--- src/rtl/divider_32b.sv ---
// 32-bit sequential restoring divider, one quotient bit per cycle.
// Signed operation divides magnitudes and then corrects the signs of the result.
module divider_32b #(
  parameter int unsigned SIGNED_MODE = 1
) (
  input  logic        clk,
  input  logic        rst_n,
  input  logic        start,
  input  logic [31:0] dividend,
  input  logic [31:0] divisor,
  output logic [31:0] quotient,
  output logic [31:0] remainder,
  output logic        busy,
  output logic        finish,
  output logic        div_by_zero
);

  localparam bit SGN = (SIGNED_MODE != 0);

  typedef enum logic [2:0] {
    IDLE,
    INIT,
    ITER,
    FIXUP,
    DONE
  } state_t;

  state_t      r_state;
  state_t      w_next;

  logic [31:0] r_dvd_lat;
  logic [31:0] r_dvs_lat;
  logic [31:0] r_quo;
  logic [31:0] r_dvs;
  logic [32:0] r_rem;
  logic [5:0]  r_cnt;
  logic        r_neg_q;
  logic        r_neg_r;
  logic        r_dbz;
  logic [31:0] r_quotient;
  logic [31:0] r_remainder;

  logic        w_accept;
  logic [31:0] w_dvd_abs;
  logic [31:0] w_dvs_abs;
  logic [32:0] w_shift;
  logic [32:0] w_trial;
  logic        w_take;
  logic        w_zero_dvs;
  logic [31:0] w_q_fix;
  logic [31:0] w_r_fix;

  assign w_accept = start && ((r_state == IDLE) || (r_state == DONE));

  assign w_dvd_abs = (SGN && r_dvd_lat[31]) ? (32'd0 - r_dvd_lat) : r_dvd_lat;
  assign w_dvs_abs = (SGN && r_dvs_lat[31]) ? (32'd0 - r_dvs_lat) : r_dvs_lat;

  // A set bit 32 means the shifted remainder exceeds any 32-bit divisor.
  assign w_shift = {r_rem[31:0], r_quo[31]};
  assign w_trial = w_shift - {1'b0, r_dvs};
  assign w_take  = r_rem[32] | ~w_trial[32];

  assign w_zero_dvs = (r_dvs == 32'd0);
  assign w_q_fix    = r_neg_q ? (32'd0 - r_quo) : r_quo;
  assign w_r_fix    = r_neg_r ? (32'd0 - r_rem[31:0]) : r_rem[31:0];

  always_ff @(posedge clk or negedge rst_n) begin
    if (!rst_n) begin
      r_state <= IDLE;
    end else begin
      r_state <= w_next;
    end
  end

  always_comb begin
    w_next = r_state;
    case (r_state)
      IDLE:    if (start) w_next = INIT;
      INIT:    w_next = ITER;
      ITER:    if (r_cnt == 6'd0) w_next = FIXUP;
      FIXUP:   w_next = DONE;
      DONE:    if (start) w_next = INIT;
      default: w_next = IDLE;
    endcase
  end

  always_ff @(posedge clk or negedge rst_n) begin
    if (!rst_n) begin
      r_dvd_lat   <= '0;
      r_dvs_lat   <= '0;
      r_quo       <= '0;
      r_dvs       <= '0;
      r_rem       <= '0;
      r_cnt       <= '0;
      r_neg_q     <= 1'b0;
      r_neg_r     <= 1'b0;
      r_dbz       <= 1'b0;
      r_quotient  <= '0;
      r_remainder <= '0;
    end else begin
      if (w_accept) begin
        r_dvd_lat <= dividend;
        r_dvs_lat <= divisor;
        r_dbz     <= 1'b0;
      end
      case (r_state)
        INIT: begin
          r_quo   <= w_dvd_abs;
          r_dvs   <= w_dvs_abs;
          r_rem   <= '0;
          r_cnt   <= 6'd31;
          r_neg_q <= SGN && (r_dvd_lat[31] ^ r_dvs_lat[31]);
          r_neg_r <= SGN && r_dvd_lat[31];
        end
        ITER: begin
          r_rem <= w_take ? w_trial : w_shift;
          r_quo <= {r_quo[30:0], w_take};
          r_cnt <= r_cnt - 6'd1;
        end
        FIXUP: begin
          // Divide-by-zero reports the raw dividend, bypassing sign correction.
          r_quotient  <= w_zero_dvs ? '1 : w_q_fix;
          r_remainder <= w_zero_dvs ? r_dvd_lat : w_r_fix;
          r_dbz       <= w_zero_dvs;
        end
        default: ;
      endcase
    end
  end

  assign quotient    = r_quotient;
  assign remainder   = r_remainder;
  assign busy        = (r_state == INIT) || (r_state == ITER) || (r_state == FIXUP);
  assign finish      = (r_state == DONE);
  assign div_by_zero = r_dbz;

endmodule

--- config.mk ---
export PLATFORM = sky130hd
export DESIGN_NAME = divider_32b
export DESIGN_NICKNAME = d
export VERILOG_FILES = /design/src/rtl/divider_32b.sv
export SDC_FILE = /design/constraint.sdc
export NUM_CORES = 1
export LEC_CHECK = 0
export ABC_AREA = 1
export ABC_CLOCK_PERIOD_IN_PS = 2230
export BUFFER_PORTS_ARGS = -buffer_cell sky130_fd_sc_hd__buf_2
export CORE_MARGIN = 5
export CORE_UTILIZATION = 48
export CTS_CLUSTER_DIAMETER = 200
export DETAILED_ROUTE_END_ITERATION = 10
export PLACE_DENSITY = 0.66
export SYNTH_ARGS = -nofsm -noshare
export SYNTH_HDL_FRONTEND = slang
export SYNTH_SLANG_ARGS = --single-unit
--- constraint.sdc ---
create_clock -name clk -period 2.23 [get_ports clk]
set_input_delay 0.223 -clock clk [delete_from_list [all_inputs] [get_ports clk]]
set_output_delay 0.223 -clock clk [all_outputs]
set_load 0.05 [all_outputs]
==> impl_summary.txt <==
----------------------------------------------------
[Routing]
  Mean routed wirelength per cell ... 18.3 µm
  Initial DRC Count ... around 1,400
  DR pass1 iterations ... 7
  Post-route antenna net violation count ... 0
  Vias/cell ... 5.38
  Aggregate routed wire length ... 56,100 µm
  Total number of vias ... 16,494
  DRC violations left ... 0

[Logic synthesis]
  Sequential-to-total area share from yosys stat ... roughly 38%
  Top FF cell, synth ... dfrtp_1
  Number of warnings issued by yosys ... 0
  Synthesized instance count ... 2,284
  Proportion of register bits with asynchronous set or reset after synthesis ... 100%
  Synth Area per Inst ... between 6 and 7 µm²
  Post-synthesis instance area ... 15,800 µm²
  Area share of the leading cell type in the synthesized netlist ... 37.5%
  Yosys reg bits ... 237
  Most numerous cell types in the synthesized netlist ... nand2_1, inv_1, dfrtp_1
  Number of distinct library cells after synthesis ... 55
  Cell with the most instances after synthesis ... nand2_1
  Number of flops mapped to enable cells by yosys ... 0
  Syn nets ... 2,390
  Largest area contributor in the netlist ... dfrtp_1
  Largest cells by area after synthesis ... dfrtp_1, nand2_1, inv_1

[STA]
  Max Transition Viols Final ... 0
  Worst Clk Skew ... 0.0204 ns
  Worst Hold Margin ... 0.0247 ns
  Min Tclk post-route ... 2.41 ns
  Setup violators final ... 33
  Final hold vios ... 0
  Final worst slack ... -0.180 ns
  Share of the clock period used by the worst path ... 108%
  Pin slew with the least headroom to its limit ... 0.757 ns
  RSZ-0062 raised after global routing ... true
  Final sum of negative setup slack ... -3.45 ns
  Max-slew headroom ... 49.5%
  Fmax achieved ... 0.415 GHz

[Layout]
  Count of non-filler cells in the finished layout ... 3,067
  Final antenna diode count ... 0
  Number of nets at the end of the flow ... 2,710
  Area growth from synthesis to layout ... 28.0%
  Fraction of final layout cells sized beyond drive strength 1 ... 20.2%
  Post-route design area ... between 20,000 and 25,000 µm²

[Clock tree]
  Total clock sinks ... 237
  Clock network latency to the later pin of the worst-skew pair ... between 0.5 and 0.6 ns
  Root Driver ... clkbuf_16
  Number of buffers created by CTS ... 28
  TritonCTS clock tree ... built
  Post-CTS clock slew at the launch and capture registers of the worst setup and hold paths ... approximately 0.060 ns
  H-tree level count ... 1
  Maximum count of clock buffers along a single path ... 3

[Floorplan]
  I/O pin count ... 134
  Overall die height ... between 150 and 200 µm
  Total core area ... 32,500 µm²
  Starting Density ... 48.6%
  Floorplan row count ... 66
  Die width ... 192 µm
  Overall die area ... about 37,000 µm²

[Min path]
  Worst Hold Launch ... start
  Classification of the worst-slack hold path ... input pin to register
  End point of the worst hold path ... r_state[2]
  Hold-critical path depth ... 4

[Run]
  Max-cap check violation count ... 0

[Setup path]
  Register-to-register setup slack ... -0.18 ns
  Data arrival time of the critical path ... 2.84 ns
  Crit path max fanout ... 5
  Reg-to-Reg Start ... r_dvs[0]
  Worst setup SP type ... register
  Worst-case reg-to-reg path depth ... 18
  Required time worst endpoint ... 2.66 ns
  Crit path capture type ... register
  End of the worst register-to-register path ... r_rem[12]
  Crit path kind ... register to register
  Crit path launch ... r_dvs[0]

[Power]
  Peak supply drop ... 0.845 mV
  Pwr/cell area ... about 1900 nW/µm²
  LEAKAGE ... 10.2 nW
  Pwr Total ... 38.8 mW

[Placement]
  IO buf count ... 133
  GP Congestion ... 0.941
  Detailed Place HPWL ... 42,200 µm
  Instance count after placement with tap cells included ... 2,935
  Placed cell areas ... 17,900 µm²

[Run status]
  Violated checks ... setup timing
  Outcome ... finished with violations

[Global routing]
  Number of global-route vias before repair ... 15,493
  First-pass GRT wire length ... 86,300 µm
  Pin count of the biggest net entering global routing ... slightly below 70
  Initial antenna violation count ... 0
  GRT Total Usage ... approximately 30%
  Aggregate global routing overflow ... 0

----------------------------------------------------
==> flip-flops by register name (all words and copies together) (netlist names) <==
name         count
quotient        32
r_dvd_lat       32
remainder       32
r_dvs_lat       32
r_quo           32
r_cnt            6
r_dvs           32
r_rem           33
r_neg_q          1
r_state          3
div_by_zero      1
r_neg_r          1
==> cell usage in the layout, fill, tap and decap left out, types with 32 or more instances in the layout <==
| master | synthesis | layout |
|---|---|---|
| inv_1 | 291 | 271 |
| nand2_1 | 708 | 688 |
| clkbuf_16 | 0 | 33 |
| o21ai_0 | 140 | 136 |
| nand3_1 | 209 | 190 |
| buf_2 | 21 | 132 |
| xor2_1 | 45 | 45 |
| buf_4 | 2 | 152 |
| nor2_1 | 182 | 178 |
| nor3_1 | 38 | 37 |
| a21oi_1 | 54 | 49 |
| dlygate4sd3_1 | 0 | 64 |
| dfrtp_1 | 237 | 235 |
| inv_2 | 12 | 32 |
==> layout make-up <==
| class | instances | area [µm²] |
|---|---|---|
| clock buffers | 44 | 862 |
| clock inverters | 7 | 114 |
| fillers | 3097 | 12300 |
| inverters | 306 | 1150 |
| multi-input cells | 1664 | 8800 |
| flip-flops and latches | 237 | 5930 |
| well taps | 442 | 553 |
| repair buffers | 367 | 2830 |
==> timing repair <==
action,4_1_cts,5_1_grt
resized for setup,24,91
gates cloned,1,6
setup buffers,4,6
pin swaps,14,26
hold buffers,64,0
endpoints found under the setup margin,35,65
endpoints found under the hold margin,123,0
==> routing by layer <==
layer | track usage (%) | wire (µm) | part of all wire, % | up-vias
li1 | - | - | - | 7998
met1 | 42.5 | 24400 | 44 | 7757
met2 | 48.3 | 25800 | 46 | 634
met3 | 2.63 | 3650 | 6.5 | 105
met4 | 9.53 | 2150 | 3.8 | 0
met5 | 0 | 0 | 0 | -
==> how the worst max path moves through the flow <==
stage	end	slack [ns]	depth (start not counted)
floorplan	r_rem[31]	0.04	18
global placement	r_rem[30]	-0.05	18
detailed placement	r_rem[24]	-0.12	18
CTS	r_rem[14]	-0.06	18
global route	r_rem[12]	-0.28	18
finish	r_rem[12]	-0.18	18
==> per-stage QoR <==
stage | utilization (%) | worst slack (ns)
2_1_floorplan | - | 0.0381
3_3_place_gp | 55.0 | -0.0451
3_5_place_dp | 55.0 | -0.118
4_1_cts | 60.5 | -0.0606
5_1_grt | 62.2 | -0.281
6_report | 62.2 | -0.180
==> cells by family (layout without fill, tap and decap cells) <==
kind of cell	Yosys count	in the layout	synth area share, %
AND/OR/NAND/NOR	1262	1263	35.0
buffers and inverters	384	724	9.87
AO/OA/AOI/OAI	302	302	11.1
flip-flops	237	237	37.5
XOR/XNOR	60	60	3.32
adder cells (fa/ha/maj)	39	39	3.13
==> where the power goes <==
part	total (mW)	switching [mW]	internal (mW)	leakage, nW
sequential	8.20	1.88	6.32	2.93
combinational	25.7	16.1	9.53	6.76
clock	4.91	1.92	2.99	0.482
==> critical path: stages (launching register included) <==
cell and delay [ns]:
dfrtp_1 0.41, ha_4 0.18, fa_2 0.35, inv_2 0.07, nand2_2 0.06, nand2_2 0.09, nand3_2 0.07, nand2_2 0.08
nand2_2 0.06, nand2_4 0.07, nand2_4 0.07, nand2_4 0.08, nand2_4 0.06, nand2_8 0.10, buf_12 0.12, clkbuf_16 0.14
nand3_1 0.09, nand3_1 0.12, nand2_1 0.07
No activity file was read; power rests on OpenSTA's default activity.
